<file path="config.mk">
export PLATFORM = sky130hd
export DESIGN_NAME = morse_decoder
export DESIGN_NICKNAME = d
export VERILOG_FILES = /design/src/rtl/morse_decoder.sv
export SDC_FILE = /design/constraint.sdc
export NUM_CORES = 1
export LEC_CHECK = 0
export ABC_AREA = 1
export BUFFER_PORTS_ARGS = -buffer_cell sky130_fd_sc_hd__buf_2
export CAP_MARGIN = 20
export CORE_UTILIZATION = 63
export DETAILED_ROUTE_END_ITERATION = 8
export PLACE_DENSITY = 0.82
export SLEW_MARGIN = 10
export SYNTH_ARGS = -nofsm -noshare
export SYNTH_HDL_FRONTEND = slang
export SYNTH_SLANG_ARGS = --single-unit
</file>
<file path="constraint.sdc">
create_clock -name clk -period 2.4 [get_ports clk]
set_clock_uncertainty 0.05 [all_clocks]
set_input_delay 0.24 -clock clk [delete_from_list [all_inputs] [get_ports clk]]
set_output_delay 0.24 -clock clk [all_outputs]
set_load 0.005 [all_outputs]
</file>
<file path="src/rtl/morse_decoder.sv">
// -----------------------------------------------------------------------------
// morse_decoder
// Receive-side Morse decoder. A keyed on/off line is synchronised, mark and
// space lengths are measured, and each mark is classified as a dot or a dash.
// Elements are grouped into characters and decoded to ASCII (A-Z, 0-9, '?').
// Decoded characters go into a 32-byte register file readable over an
// Avalon-style port. Byte 0 is status, bytes 1..31 hold characters.
//
// Ports:
//   clk          system clock
//   rst_n        asynchronous active-low reset
//   address      register address (0 = status, 1..31 = characters)
//   read_data    register[address], combinational
//   write_enable write strobe; any write to address 0 clears the decoder
//   write_data   write data (content is irrelevant for the soft clear)
//   key_in       asynchronous keyed input, 1 = mark
//   busy         high while in MARK, SPACE, STORE or GAP
//   done_irq     message-complete level, mirrors status bit0
//
// Status byte: bit0 done, bit1 overflow, bits 4:2 state code
//   (IDLE=0, MARK=1, SPACE=2, STORE=3, GAP=4, DONE=5), other bits 0.
// The measurement counter restarts at 1 on every key_s edge, so during a
// level it holds the number of cycles that level has lasted.
// -----------------------------------------------------------------------------
`timescale 1ns/1ps
module morse_decoder #(
    parameter int unsigned DOT_CYCLES    = 12500000,
    parameter int unsigned GLITCH_CYCLES = 3125000,
    parameter int unsigned END_UNITS     = 7
) (
    input  logic       clk,
    input  logic       rst_n,
    input  logic [4:0] address,
    output logic [7:0] read_data,
    input  logic       write_enable,
    input  logic [7:0] write_data,
    input  logic       key_in,
    output logic       busy,
    output logic       done_irq
);

    localparam logic [31:0] GLITCH_T = 32'(GLITCH_CYCLES);
    localparam logic [31:0] DASH_T   = 32'(2 * DOT_CYCLES);
    localparam logic [31:0] LETTER_T = 32'(2 * DOT_CYCLES);
    localparam logic [31:0] END_T    = 32'(END_UNITS * DOT_CYCLES);

    typedef enum logic [2:0] {
        ST_IDLE  = 3'd0,
        ST_MARK  = 3'd1,
        ST_SPACE = 3'd2,
        ST_STORE = 3'd3,
        ST_GAP   = 3'd4,
        ST_DONE  = 3'd5
    } state_t;

    // International Morse lookup; pat holds elements with the first one in
    // the MSB of the used bits, dash = 1. Length 0 or 6 yields '?'.
    function automatic logic [7:0] decode_char(input logic [2:0] len, input logic [4:0] pat);
        logic [7:0] ch;
        ch = 8'h3F;
        case (len)
            3'd1: ch = pat[0] ? 8'h54 : 8'h45;
            3'd2: begin
                case (pat[1:0])
                    2'b00:   ch = 8'h49;
                    2'b01:   ch = 8'h41;
                    2'b10:   ch = 8'h4E;
                    2'b11:   ch = 8'h4D;
                    default: ch = 8'h3F;
                endcase
            end
            3'd3: begin
                case (pat[2:0])
                    3'b000:  ch = 8'h53;
                    3'b001:  ch = 8'h55;
                    3'b010:  ch = 8'h52;
                    3'b011:  ch = 8'h57;
                    3'b100:  ch = 8'h44;
                    3'b101:  ch = 8'h4B;
                    3'b110:  ch = 8'h47;
                    3'b111:  ch = 8'h4F;
                    default: ch = 8'h3F;
                endcase
            end
            3'd4: begin
                case (pat[3:0])
                    4'b0000: ch = 8'h48;
                    4'b0001: ch = 8'h56;
                    4'b0010: ch = 8'h46;
                    4'b0100: ch = 8'h4C;
                    4'b0110: ch = 8'h50;
                    4'b0111: ch = 8'h4A;
                    4'b1000: ch = 8'h42;
                    4'b1001: ch = 8'h58;
                    4'b1010: ch = 8'h43;
                    4'b1011: ch = 8'h59;
                    4'b1100: ch = 8'h5A;
                    4'b1101: ch = 8'h51;
                    default: ch = 8'h3F;
                endcase
            end
            3'd5: begin
                case (pat)
                    5'b01111: ch = 8'h31;
                    5'b00111: ch = 8'h32;
                    5'b00011: ch = 8'h33;
                    5'b00001: ch = 8'h34;
                    5'b00000: ch = 8'h35;
                    5'b10000: ch = 8'h36;
                    5'b11000: ch = 8'h37;
                    5'b11100: ch = 8'h38;
                    5'b11110: ch = 8'h39;
                    5'b11111: ch = 8'h30;
                    default:  ch = 8'h3F;
                endcase
            end
            default: ch = 8'h3F;
        endcase
        return ch;
    endfunction

    logic        sync1_q, key_s_q, key_prev_q;
    logic [31:0] cnt_q, cnt_d;
    state_t      state_q, state_d;
    logic [7:0]  mem_q [0:31];
    logic [7:0]  mem_d [0:31];
    logic [5:0]  index_q, index_d;
    logic [4:0]  pattern_q, pattern_d;
    logic [2:0]  elem_len_q, elem_len_d;
    logic        done_q, done_d;
    logic        ovf_q, ovf_d;
    logic        busy_q, busy_d;
    logic        rise_s, fall_s, srst_s;
    logic        unused_wdata_s;

    assign rise_s         = key_s_q & ~key_prev_q;
    assign fall_s         = ~key_s_q & key_prev_q;
    assign srst_s         = write_enable && (address == 5'd0);
    assign unused_wdata_s = ^write_data;

    // Next-state logic: counter, FSM, character buffer and status flags.
    always_comb begin
        state_d    = state_q;
        mem_d      = mem_q;
        index_d    = index_q;
        pattern_d  = pattern_q;
        elem_len_d = elem_len_q;
        done_d     = done_q;
        ovf_d      = ovf_q;

        if (rise_s || fall_s) begin
            cnt_d = 32'd1;
        end else if (cnt_q == 32'hFFFF_FFFF) begin
            cnt_d = cnt_q;
        end else begin
            cnt_d = cnt_q + 32'd1;
        end

        case (state_q)
            ST_IDLE: begin
                if (rise_s) begin
                    state_d    = ST_MARK;
                    pattern_d  = 5'd0;
                    elem_len_d = 3'd0;
                end else begin
                    state_d = ST_IDLE;
                end
            end
            ST_MARK: begin
                if (!fall_s) begin
                    state_d = ST_MARK;
                end else if (cnt_q < GLITCH_T) begin
                    // Too short to be an element; keep the character going.
                    state_d = (elem_len_q != 3'd0) ? ST_SPACE : ST_IDLE;
                end else begin
                    pattern_d  = {pattern_q[3:0], (cnt_q >= DASH_T)};
                    elem_len_d = (elem_len_q == 3'd6) ? 3'd6 : elem_len_q + 3'd1;
                    state_d    = ST_SPACE;
                end
            end
            ST_SPACE: begin
                if (rise_s) begin
                    state_d = ST_MARK;
                end else if (cnt_q >= LETTER_T) begin
                    state_d = ST_STORE;
                end else begin
                    state_d = ST_SPACE;
                end
            end
            ST_STORE: begin
                if (index_q <= 6'd31) begin
                    mem_d[index_q[4:0]] = decode_char(elem_len_q, pattern_q);
                    index_d             = index_q + 6'd1;
                end else begin
                    ovf_d = 1'b1;
                end
                pattern_d  = 5'd0;
                elem_len_d = 3'd0;
                state_d    = ST_GAP;
            end
            ST_GAP: begin
                if (rise_s) begin
                    state_d = ST_MARK;
                end else if (cnt_q >= END_T) begin
                    state_d = ST_DONE;
                    done_d  = 1'b1;
                end else begin
                    state_d = ST_GAP;
                end
            end
            ST_DONE: state_d = ST_DONE;
            default: state_d = ST_IDLE;
        endcase

        // Soft clear wins over everything above, including a STORE.
        if (srst_s) begin
            for (int i = 0; i < 32; i++) begin
                mem_d[i] = 8'd0;
            end
            index_d    = 6'd1;
            state_d    = ST_IDLE;
            pattern_d  = 5'd0;
            elem_len_d = 3'd0;
            done_d     = 1'b0;
            ovf_d      = 1'b0;
        end else begin
            index_d = index_d;
        end

        busy_d = (state_d == ST_MARK) || (state_d == ST_SPACE) ||
                 (state_d == ST_STORE) || (state_d == ST_GAP);
    end

    // State, buffer and synchroniser registers.
    always_ff @(posedge clk or negedge rst_n) begin
        if (!rst_n) begin
            sync1_q    <= 1'b0;
            key_s_q    <= 1'b0;
            key_prev_q <= 1'b0;
            cnt_q      <= 32'd0;
            state_q    <= ST_IDLE;
            for (int i = 0; i < 32; i++) begin
                mem_q[i] <= 8'd0;
            end
            index_q    <= 6'd1;
            pattern_q  <= 5'd0;
            elem_len_q <= 3'd0;
            done_q     <= 1'b0;
            ovf_q      <= 1'b0;
            busy_q     <= 1'b0;
        end else begin
            sync1_q    <= key_in;
            key_s_q    <= sync1_q;
            key_prev_q <= key_s_q;
            cnt_q      <= cnt_d;
            state_q    <= state_d;
            mem_q      <= mem_d;
            index_q    <= index_d;
            pattern_q  <= pattern_d;
            elem_len_q <= elem_len_d;
            done_q     <= done_d;
            ovf_q      <= ovf_d;
            busy_q     <= busy_d;
        end
    end

    // Register read mux; address 0 assembles the status byte.
    always_comb begin
        if (address == 5'd0) begin
            read_data = {3'b000, state_q, ovf_q, done_q};
        end else begin
            read_data = mem_q[address];
        end
    end

    assign busy     = busy_q;
    assign done_irq = done_q;

endmodule

</file>
**After elaboration in Yosys (flattened, before gate mapping)**

Memories as Yosys holds them, arrays and structs flattened.
Cells that the tools add are included.

- Output and inout bits: 10
- Input bits: 17
- Bits in latches: 0
- Memories kept: 3
- Memory bits (read-only): 280
- Logic and storage cells: 154
- Register bits after elaboration: 311
- Bits in writable memories: 0

Memory list:

| memory | depth | width | read ports | clocked after Yosys merged registers in | write ports | line | text |
|---|---|---|---|---|---|---|---|
| (no name shown) | 32 | 4 | 1 | 0 | 0 | 103 | `case (pat)` |
| (no name shown) | 16 | 7 | 1 | 0 | 0 | 86 | `case (pat[3:0])` |
| (no name shown) | 8 | 5 | 1 | 0 | 0 | 73 | `case (pat[2:0])` |

- Shifts and indexed selects: 0
- Reductions and logical operators: 19
- Multiply operators: 0
- Muxes and demuxes: 48
- Divide/modulo/power cells: 0
- $lt $le $gt $ge: 7
- Equality and inequality tests: 25
- Bitwise logic cells: 6
- Add/subtract/negate cells: 3

Operators by type and width:

| kind | count |
|---|---|
| $mux 256 | 3 |
| $bwmux 256 | 1 |
| $mux 32 | 2 |
| $mux 8 | 6 |
| $bmux 8 s5 | 1 |
| $demux 8 s5 | 1 |
| $pmux 8 s5 | 1 |
| $add 32x1->32 const B | 1 |
| $eq 32x32->1 const B | 1 |
| $ge 32x25->1 const B | 1 |
| $ge 32x27->1 const B | 1 |
| $lt 32x22->1 const B | 1 |
| $pmux 8 s4 | 1 |
| $mux 5 | 5 |
| $mux 3 | 7 |
| $eq 3x2->1 const B | 6 |
| $eq 3x3->1 const B | 6 |
| $mux 6 | 3 |
| $pmux 3 s6 | 1 |
| $pmux 5 s3 | 1 |
| $ge 6x6->1 const B | 2 |
| $not 5->6 | 2 |
| $mux 1 | 10 |
| $eq 3x1->1 const B | 3 |
| 24 further kinds | 41 |

**Depth between registers and ports, before layout**

Gate-level depths: netlist of run 1.

- Depth in word-level cells: 10
- Mapped depth: 15
- Mapped depth without buffers: 15

**Least setup slack after synthesis of run 1**

OpenSTA, ideal clock, no wires.

- Kind: reg-to-reg
- Start point: register pattern_q[1]
- End point: register mem_q[122] (netlist bit)
- Data required time: 2.219 ns
- Stages on the path, launching flop included: 12
- Data arrival time: 1.718 ns
- Buffers on the path: 1
- Period minus slack after synthesis: 1.899 ns
- Path slack: 0.501 ns
- Library setup time: 0.131 ns
- Cells stage by stage: dfrtp_1 > inv_1 > ha_1 > inv_1 > nand2_1 > nor2_1 > a21oi_1 > o21ai_0 > nand2_1 > a311oi_2 > clkbuf_1 > o21ai_0

- Cells in the longest elaborated chain, start to end: 9
- Elaborated cells between the ends (all ways): 15
- Classes of those cells: eq/ne (3); mux (8); reduce/logical (1); memory (3)

RTL lines:

| item | line | text |
|---|---|---|
| start: declaration | 128 | `logic [4:0] pattern_q, pattern_d;` |
| start signal: assignment | 259 | `pattern_q <= pattern_d;` |
| parallel branches: the longest is 2 deep, another holds $mem_v2 32x4 | n/a |  |
| $pmux 8 s5 (*) | 61 | `case (len)` |
| $mux 8 (*) | 191 | `if (index_q <= 6'd31) begin` |
| $mux 8 (*) | 159 | `case (state_q)` |
| $bwmux 256 (*) | 192 | `mem_d[index_q[4:0]] = decode_char(elem_len_q, pattern_q);` |
| $mux 256 (*) | 191 |  |
| $mux 256 (*) | 159 |  |
| $mux 256 (*) | 216 | `if (srst_s) begin` |
| end signal: assignment | 257 | `mem_q <= mem_d;` |
| end: declaration | 125 | `logic [7:0] mem_q [0:31];` |

Mark *: on every way between the ends. The select of a mux whose other input is x is not followed.
A chain may end at the register's enable or synchronous reset.

**Worst setup path after layout of run 1**

- Start point: register mem_q[208] (netlist bit)
- End point: output port read_data[0]

- Cells in the longest elaborated chain, start to end: 4

RTL lines:

| item | line | text |
|---|---|---|
| $bmux 8 s5 | 272 | `read_data = mem_q[address];` |
| $mux 8 (implied by the code) (2 in a row) | 272 |  |
| $mux 8 | 269 | `if (address == 5'd0) begin` |
| end: declaration | 34 | `output logic [7:0] read_data,` |

No other way between the ends. The select of a mux whose other input is x is not followed.

==> results of run 1 <==
==> synthesized netlist by cell type (11+ instances only) <==
cell        n  share of area, %
ha_1       17               1.5
o21ai_1    12              0.42
inv_1     165               4.3
clkbuf_1   50               1.3
a21oi_1    67               2.3
nor3_1     20              0.69
a31oi_1    11              0.48
buf_2      29               1.0
o31ai_1    13              0.67
inv_2      11              0.29
nand3_1    95               3.3
o21ai_0   365                13
o22ai_1    68               2.9
dfrtp_1   278                48
o211ai_1   12              0.62
nand4_1    16              0.69
nor2_1    185               4.8
nand2_1   366               9.5
==> what timing repair did <==
item / CTS / global route
resized for setup: 19 / 38
endpoints found under the hold margin: 69 / 0
endpoints found under the setup margin: 5 / 26
hold buffers: 2 / 0
buffers inserted: 0 / 1
pin swaps: 3 / 12
==> cells by family (layout without fill, tap and decap cells) <==
logic type               after synthesis  after routing  synth area share (%)
AND/OR/NAND/NOR                      720            720                  21.3
AO/OA/AOI/OAI                        567            567                  21.4
flip-flops                           279            279                  48.3
buffers and inverters                266            306                  7.31
adder cells (fa/ha/maj)               17             17                  1.47
XOR/XNOR                               4              4                 0.242
other                                  1              1                0.0259
==> metal layers <==
| metal | up-vias | track usage (%) |
|---|---|---|
| li1 | 6308 | - |
| met4 | 0 | 13.2 |
| met3 | 115 | 6.09 |
| met2 | 763 | 56.1 |
| met5 | - | 0 |
| met1 | 6546 | 50.7 |
==> placed cells by master, fill, tap and decap left out, drive strengths merged, types with 2 or more instances in the layout <==
| cell type | instances |
|---|---|
| a21oi | 69 |
| a31oi | 11 |
| a41oi | 2 |
| and3 | 2 |
| buf | 73 |
| bufinv | 3 |
| clkbuf | 39 |
| clkinv | 6 |
| clkinvlp | 4 |
| dfrtp | 278 |
| dlygate4sd3 | 2 |
| ha | 17 |
| inv | 179 |
| nand2 | 367 |
| nand3 | 103 |
| nand4 | 16 |
| nor2 | 193 |
| nor3 | 23 |
| nor4 | 11 |
| o211ai | 12 |
| o21ai | 380 |
| o221ai | 6 |
| o22ai | 68 |
| o31ai | 13 |
| or2 | 3 |
| xor2 | 4 |
==> final cells by class <==
type                            count  area, um^2  share of cell area (%)
Timing Repair Buffer               75         763                    4.67
Inverter                          178         671                    4.11
Sequential cell                   279        6980                    42.8
Tap cell                          285         357                    2.18
Multi-Input combinational cell   1309        6560                    40.2
Clock buffer                       39         823                    5.04
Clock inverter                     14         174                    1.06
==> stage by stage <==
step / std cells / setup WS [ns]
4_1_cts: 2178 / 0.00402
3_3_place_gp: 2123 / 0.107
3_5_place_dp: 2123 / 0.0946
2_1_floorplan: 1854 / 0.501
6_report: 2179 / -0.0545
5_1_grt: 2179 / -0.129
==> power groups by stage <==
stage                     clock network (W)  logic, W  registers (W)
after floorplan                           0   0.00128        0.00508
after detailed placement                  0   0.00234        0.00511
after CTS                           0.00470   0.00238        0.00504
after global placement                    0   0.00229        0.00510
after global routing                0.00487   0.00261        0.00506
final                               0.00467   0.00247        0.00504
==> state kept, by name (all words and copies together), names as in the netlist <==
name and flops:
key_prev_q 1, sync1_q 1, mem_q 224, busy 1
cnt_q 32, pattern_q 5, done_irq 1, state_q 3
index_q 6, key_s_q 1, ovf_q 1, elem_len_q 3
==> worst max-delay path by stage <==
stage	cells past startpoint	to	slack (ns)
after floorplan	11	mem_q[122]	0.50
after global placement	10	read_data[2]	0.11
after detailed placement	10	read_data[2]	0.09
after CTS	9	read_data[1]	0.004
after global routing	11	read_data[0]	-0.13
final	11	read_data[0]	-0.05
==> worst max-delay path, stage by stage (launching register included) <==
cell and delay [ns]:
dfrtp_1 0.34, inv_2 0.05, a21oi_2 0.13, o21ai_1 0.07, o21ai_1 0.12, nand2_1 0.10
o31ai_2 0.09, nand2_1 0.09, o211ai_1 0.20, nand3_1 0.16, o21ai_2 0.11, buf_2 0.14
==> flow_metrics.env, run 1 <==
export IMPL_gp_congestion=0.973
export IMPL_yosysSeqAreaShare_pct=48.3
export IMPL_setup_viol=2
export IMPL_power_internal_w=0.00838
export IMPL_fin_setup_tns_ns=-0.0844
export IMPL_fin_crit_ns=2.45
export IMPL_p_comb_share_pct=20.2
export IMPL_drv_slew=0
export IMPL_hold_path_class="input pin to register"
export IMPL_synth_distinct_cells=51
export IMPL_p_sw_share_pct=31.2
export IMPL_crit_path_start="mem_q[208]"
export IMPL_grt_pass1_vias=13000
export IMPL_ir_drop_mv=0.633
export IMPL_vias=13700
export IMPL_synthCells=1854
export IMPL_clk_latency_ns=0.58
export IMPL_hold_violations=0
export IMPL_power_w=0.0122
export IMPL_reg2regPathDepth=12
export IMPL_power_density_mw_per_mm2=746
export IMPL_die_h_um=154
export IMPL_violations="setup timing"
export IMPL_syn_avg_cell_area_um2=7.80
export IMPL_drive_gt1_share_pct=10.1
export IMPL_drt_iter0_drc=1531
export IMPL_ys_flop_type="dfrtp_1"
export IMPL_whs_endpoint="index_q[5]"
export IMPL_dieWidth_um=154
export IMPL_cts_buffers=29
export IMPL_synthesis_area_mm2=0.0145
export IMPL_grt_pass1_wl_um=67400
export IMPL_p_seq_share_pct=41.4
export IMPL_fp_row_count=55
export IMPL_max_slew_margin_pct=58.2
export IMPL_die_area_mm2=0.0236
export IMPL_placed_cell_area_mm2=0.0152
export IMPL_firstDrtPassIters=7
export IMPL_diodes=0
export IMPL_grt_use_total_pct=35.9
export IMPL_hp_start="write_enable"
export IMPL_worst_slew_pin_transition_ns=0.627
export IMPL_drv_cap=0
export IMPL_fmax_mhz=407
export IMPL_critPathMaxFanout=2
export IMPL_overflow=0
export IMPL_avgRoutedWirePerCell_um=19.2
export IMPL_syn_num_nets=1888
export IMPL_layout_setup_ws_ns=-0.0545
export IMPL_drc=0
export IMPL_crit_required_ns=2.11
export IMPL_worstPathArrival_ns=2.16
export IMPL_met3WireLength_um=4510
export IMPL_switchingPower_w=0.00380
export IMPL_fillers=1718
export IMPL_h_tree_depth=1
export IMPL_highest_layer="met4"
export IMPL_async_flop_share_pct=100
export IMPL_reg2reg_slack_ns=0.16
export IMPL_r2r_start="cnt_q[0]"
export IMPL_crit_path_end_kind="output port"
export IMPL_ant_nets=0
export IMPL_status="finished, violations left"
export IMPL_tritoncts="built"
export IMPL_met1_length_um=17000
export IMPL_route_final_wire_length_um=41800
export IMPL_ys_seq_elements=279
export IMPL_r2r_end="cnt_q[28]"
export IMPL_cts_sinks=279
export IMPL_area_delta_synth_final_pct=12.9
export IMPL_clk_path_buf_depth=3
export IMPL_start_util_pct=64.1
export IMPL_final_util_pct=72.4
export IMPL_worstSetupPathType="register to output port"
export IMPL_io_buffers=17
export IMPL_hold_depth=5
export IMPL_period_share_pct=102
export IMPL_antenna_found_initial=1
export IMPL_coreArea_mm2=0.0226
export IMPL_holdWs_ns=0.179
export IMPL_power_frac_clock_pct=38.3
export IMPL_final_nets=1906
export IMPL_synth_edff_count=0
export IMPL_dr_wl_met2_um=19000
export IMPL_rsz0062_at_grt="true"
export IMPL_power_leakage_nw=7.45
export IMPL_yosysWarnings=0
export IMPL_postLayoutCellArea_mm2=0.0163
export IMPL_cts_root_buf="clkbuf_16"
export IMPL_path_clk_slew_ns=0.06
export IMPL_ios=27
export IMPL_grt_max_degree=77
export IMPL_via_per_inst=6.30
export IMPL_place_hpwl_um=27800
export IMPL_start_kind="register"
No activity file was read; power rests on OpenSTA's default activity.
==> inputs of run 2 (changes only) <==
MAX_ROUTING_LAYER = met4   (was not set)
==> run 2 against run 1 <==
The flow still finishes with violations (setup timing). Total power shrank 0.73%. First-iteration DRC count grew 2.9%. Setup slack gained 0.022 ns. Die area is the same. Sequential share of layout area grew 0.11 points. Non-clock buffer count shrank 1. Final area shrank 0.25%. Hold slack gained 0.020 ns. Global-route usage grew 1.8 points. Critical path depth is the same. Fmax grew 0.90%. Clock power shrank 3%.
==> flow_metrics.env, run 2 (same netlist as run 1, synthesis figures left out) <==
export IMPL_final_nets=1905
export IMPL_final_common_cell="nand2_1"
export IMPL_postLayoutCellArea_mm2=0.0163
export IMPL_rsz0062_at_grt="true"
export IMPL_start_kind="register"
export IMPL_place_hpwl_um=28200
export IMPL_grt_pass1_vias=13200
export IMPL_critPathMaxFanout=2
export IMPL_dieWidth_um=154
export IMPL_worstSetupPathType="register to output port"
export IMPL_diodes=0
export IMPL_dp_cells=2121
export IMPL_largest_register_ffs=224
export IMPL_largest_register="mem_q"
export IMPL_r2r_end="mem_q[250]"
export IMPL_power_leakage_nw=7.43
export IMPL_crit_path_end_kind="output port"
export IMPL_period_share_pct=101
export IMPL_grt_use_total_pct=37.7
export IMPL_power_w=0.0121
export IMPL_crit_required_ns=2.11
export IMPL_clk_path_buf_depth=3
export IMPL_avgRoutedWirePerCell_um=19.7
export IMPL_overflow=0
export IMPL_vias=13800
export IMPL_violations="setup timing"
export IMPL_clk_latency_ns=0.55
export IMPL_die_h_um=154
export IMPL_fmax_mhz=411
export IMPL_cts_root_buf="clkbuf_16"
export IMPL_layout_setup_ws_ns=-0.0327
export IMPL_reg2regPathDepth=10
export IMPL_r2r_start="pattern_q[0]"
export IMPL_worstPathArrival_ns=2.14
export IMPL_area_delta_synth_final_pct=12.6
export IMPL_drt_iter0_drc=1575
export IMPL_grt_max_degree=70
export IMPL_reg2reg_slack_ns=0.15
export IMPL_path_buf_inv=2
export IMPL_worst_slew_pin_transition_ns=0.554
export IMPL_route_final_wire_length_um=42900
export IMPL_drv_slew=0
export IMPL_cp_cell_sequence="inv_1, a21oi_1, o21ai_1, o21ai_0, nand2_1, nand2_1, a21oi_2, o21ai_2, o211ai_1, o21ai_1, buf_2"
export IMPL_fp_row_count=55
export IMPL_status="finished, violations left"
export IMPL_top_regs="mem_q: 224 flops, cnt_q: 32 flops, index_q: 6 flops"
export IMPL_drc=0
export IMPL_h_tree_depth=1
export IMPL_ir_drop_mv=0.644
export IMPL_placed_cell_area_mm2=0.0152
export IMPL_tritoncts="built"
export IMPL_hold_path_class="input pin to asynchronous set/reset pin"
export IMPL_max_slew_margin_pct=62.9
export IMPL_die_area_mm2=0.0236
export IMPL_coreArea_mm2=0.0226
export IMPL_dp_slack_ns=0.0736
export IMPL_firstDrtPassIters=7
export IMPL_drive_gt1_share_pct=9.83
export IMPL_grt_pass1_wl_um=68600
export IMPL_via_per_inst=6.34
export IMPL_io_buffers=17
export IMPL_cpMaxStageDelayCell="dfrtp_1"
export IMPL_final_util_pct=72.2
export IMPL_gp_congestion=0.976
export IMPL_cts_buffers=29
export IMPL_start_util_pct=64.1
export IMPL_fin_crit_ns=2.43
export IMPL_power_density_mw_per_mm2=742
export IMPL_final_cells=2177
export IMPL_drv_cap=0
export IMPL_ios=27
export IMPL_mostFrequentLayoutCells="nand2_1 (366), o21ai_0 (344), dfrtp_1 (278)"
export IMPL_critical_path_top_delay_family="compound AO/OA/AOI/OAI gates"
export IMPL_ant_nets=0
export IMPL_hold_violations=0
export IMPL_slowest_delay_ns=0.36
export IMPL_antenna_found_initial=0
export IMPL_path_clk_slew_ns=0.06
export IMPL_cts_sinks=279
export IMPL_setup_viol=3
[run 2: cell types whose count changed in the layout (fill, tap and decap cells not counted), moves of 3 or more]
| cell | delta |
|---|---|
| clkinv_2 | +3 |
| o31ai_1 | +3 |
| o21ai_1 | -11 |
| o31ai_2 | -3 |
| o21ai_0 | +11 |
[run 2: metal layers]
metal | GRT usage (%) | vias up | share of wire, %
met5 | - | - | 0
met4 | 14.1 | 0 | 3.1
met3 | 6.60 | 113 | 10
met2 | 55.7 | 814 | 45
met1 | 52.2 | 6570 | 41
li1 | - | 6301 | -
[run 2: area by class of cell]
type | count | area (um^2)
Clock buffer | 39 | 833
Sequential cell | 279 | 6980
Timing Repair Buffer | 74 | 773
Tap cell | 285 | 357
Fill cell | 1745 | 6280
Clock inverter | 13 | 124
Multi-Input combinational cell | 1309 | 6550
Inverter | 178 | 671
[run 2: repair_timing]
item,CTS,global route
setup buffers,0,1
endpoints found under the hold margin,59,0
cloned,0,1
pin swaps,5,8
hold buffers,2,0
gates resized for setup,20,22
setup endpoints to repair,5,36
[run 2: worst register-to-register path, cell delays in order (launching register included)]
cell,delay [ns]
dfrtp_1,0.47
ha_1,0.29
inv_1,0.08
nand2_1,0.06
nor2_1,0.10
a21oi_1,0.12
o21ai_0,0.12
nand2_1,0.12
a311oi_4,0.26
buf_12,0.27
o21ai_0,0.16
[run 2: how the worst max path moves through the flow]
stage	start	to	slack [ns]	cells after the start
2_1_floorplan	pattern_q[1]	mem_q[122]	0.50	11
3_3_place_gp	address[0]	read_data[2]	0.13	10
3_5_place_dp	address[0]	read_data[2]	0.07	10
4_1_cts	mem_q[145]	read_data[1]	0.004	9
5_1_grt	mem_q[208]	read_data[0]	-0.17	11
6_report	mem_q[242]	read_data[2]	-0.03	11
[run 2: metrics by stage]
stage | TNS, ns | hold slack, ns
after floorplan | 0 | -0.106
after global placement | 0 | 0.165
after detailed placement | 0 | 0.170
after CTS | 0 | 0.211
after global routing | -0.520 | 0.237
final | -0.0679 | 0.199
[run 2: power breakdown]
| part | switching (W) | total, W | internal (W) |
|---|---|---|---|
| Sequential | 0.000139 | 0.00504 | 0.00490 |
| Combinational | 0.00178 | 0.00255 | 0.000767 |
| Clock | 0.00187 | 0.00451 | 0.00264 |
| Total | 0.00379 | 0.0121 | 0.00831 |
==> inputs of run 3 (changes only) <==
CORE_UTILIZATION = 68   (was 63)
PLACE_DENSITY = 0.87   (was 0.82)
clock period = 2.8 ns   (was 2.4 ns; I/O delays follow)
==> run 3 against run 2 <==
Via count up 0.37%. Clock power shrank 8.9%. Utilization rose by 5.7 points. Cell count fell by 1.3%. Largest power group unchanged. Sequential power fell by 14%. First-iteration DRC count fell by 5.0%. Largest cell class unchanged. Die area fell by 7.3%. Critical path type is now input pin to output port. Combinational power shrank 24%. Final area shrank 1.7%. The flow now finishes without violations.
==> flow_metrics.env, run 3 (same netlist as run 1, synthesis figures left out) <==
export IMPL_status="completed"
export IMPL_fmax_mhz=380
export IMPL_overflow=0
export IMPL_fillers=1429
export IMPL_dr_wl_met2_um=19600
export IMPL_rsz0062_at_grt="false"
export IMPL_clk_latency_ns=0.56
export IMPL_layout_setup_ws_ns=0.170
export IMPL_fin_crit_ns=2.63
export IMPL_drive_gt1_share_pct=8.25
export IMPL_top_regs="mem_q: 224 flops, cnt_q: 32 flops, index_q: 6 flops"
export IMPL_worstPathArrival_ns=2.30
export IMPL_largest_register="mem_q"
export IMPL_dp_cells=2090
export IMPL_fp_row_count=52
export IMPL_drv_cap=0
export IMPL_power_density_mw_per_mm2=646
export IMPL_area_delta_synth_final_pct=10.7
export IMPL_coreArea_mm2=0.0206
export IMPL_firstDrtPassIters=8
export IMPL_hold_path_class="input pin to asynchronous set/reset pin"
export IMPL_route_final_wire_length_um=41700
export IMPL_vias=13800
export IMPL_hold_violations=0
export IMPL_drv_slew=0
export IMPL_die_h_um=148
export IMPL_path_clk_slew_ns=0.06
export IMPL_drc=0
export IMPL_diodes=0
export IMPL_dp_slack_ns=0.232
export IMPL_tritoncts="built"
export IMPL_mostFrequentLayoutCells="nand2_1 (366), o21ai_0 (365), dfrtp_1 (278)"
export IMPL_setup_viol=0
export IMPL_cp_common_cell="o21ai_0"
export IMPL_via_per_inst=6.45
export IMPL_cpMaxStageDelayCell="buf_4"
export IMPL_dieWidth_um=148
export IMPL_avgRoutedWirePerCell_um=19.4
export IMPL_largest_register_ffs=224
export IMPL_worstSetupPathType="input pin to output port"
export IMPL_grt_pass1_vias=13300
export IMPL_gp_congestion=0.981
export IMPL_drt_iter0_drc=1496
export IMPL_final_nets=1888
export IMPL_cts_root_buf="clkbuf_16"
export IMPL_clk_path_buf_depth=3
export IMPL_crit_required_ns=2.47
export IMPL_cts_sinks=279
export IMPL_h_tree_depth=1
export IMPL_place_hpwl_um=27300
export IMPL_cp_cell_sequence="buf_4, buf_4, o21ai_0, o22ai_1, nand2_1, nand2_1, a21oi_1, o21ai_0, nand3_1, o21ai_0, buf_2"
export IMPL_power_leakage_nw=7.30
export IMPL_start_kind="input pin"
export IMPL_final_cells=2148
export IMPL_met3WireLength_um=4140
export IMPL_post_cts_buffers=0
export IMPL_fin_setup_tns_ns=0
export IMPL_grt_use_total_pct=40.2
export IMPL_ir_drop_mv=0.727
export IMPL_critPathMaxFanout=27
export IMPL_slowest_delay_ns=0.36
export IMPL_highest_layer="met4"
export IMPL_cts_buffers=30
export IMPL_final_common_cell="nand2_1"
export IMPL_ios=27
export IMPL_start_util_pct=70.4
export IMPL_max_slew_margin_pct=47.3
export IMPL_grt_max_degree=80
export IMPL_worst_slew_pin_transition_ns=0.789
export IMPL_crit_path_end_kind="output port"
export IMPL_io_buffers=17
export IMPL_antenna_found_initial=0
export IMPL_ant_nets=0
export IMPL_period_share_pct=93.9
export IMPL_grt_pass1_wl_um=67400
export IMPL_met1_length_um=15900
export IMPL_die_area_mm2=0.0219
==> run 3: cell types whose count changed in the layout (fill, tap and decap cells not counted), sizes merged <==
cell	delta
inv	+1
clkinvlp	+5
clkbuf	-4
buf	-17
bufinv	+1
==> run 3: power breakdown <==
group / switching (W) / leakage [nW] / internal, W
clock network: 0.00172 / 0.490 / 0.00239
logic: 0.00141 / 2.96 / 0.000515
registers: 0.000107 / 3.85 / 0.00420
==> run 3: area by class of cell <==
type / count / area [um^2] / share of cell area (%)
inverters: 178 / 671 / 4.19
clock inverters: 20 / 208 / 1.30
repair buffers: 56 / 508 / 3.17
well taps: 270 / 338 / 2.11
multi-input cells: 1309 / 6480 / 40.5
clock buffers: 36 / 825 / 5.15
flip-flops and latches: 279 / 6980 / 43.6
==> run 3: worst paths after layout <==
check                        startpoint           end  slack, ns  cells past startpoint
max                          address[0]  read_data[1]       0.17                     11
min                               rst_n    mem_q[116]       0.25                      2
max reg2reg                  state_q[0]     mem_q[78]       0.24                      8
min reg2reg                     sync1_q       key_s_q       0.31                      0
max in group asynchronous         rst_n    index_q[0]       1.59                      3
min in group clk           write_enable    index_q[5]       0.31                      5
==> run 3: worst max-delay path, delay by kind of cell <==
kind	cells	cell delay, ns
AO/OA/AOI/OAI	5	0.83
AND/OR/NAND/NOR	3	0.35
buffers and inverters	3	0.84
==> run 3: stage by stage <==
step | hold slack [ns] | instance area (um^2) | total power, W | utilization [%]
2_1_floorplan | -0.0656 | 14500 | 0.00545 | -
3_3_place_gp | 0.261 | 15000 | 0.00617 | 72.7
3_5_place_dp | 0.266 | 15000 | 0.00622 | 72.7
4_1_cts | 0.259 | 16000 | 0.0103 | 77.9
5_1_grt | 0.294 | 16000 | 0.0107 | 77.9
6_report | 0.249 | 16000 | 0.0103 | 77.9
==> run 3: repair_timing <==
item                      4_1_cts  5_1_grt
hold buffers                    2        0
gates resized for setup         0        0
hold endpoints to repair       75        0
==> run 3: per-layer routing <==
layer	GRT usage, %	vias up
met3	6.36	180
met1	49.9	6525
met5	-	-
met2	64.6	879
li1	-	6265
met4	19.2	0
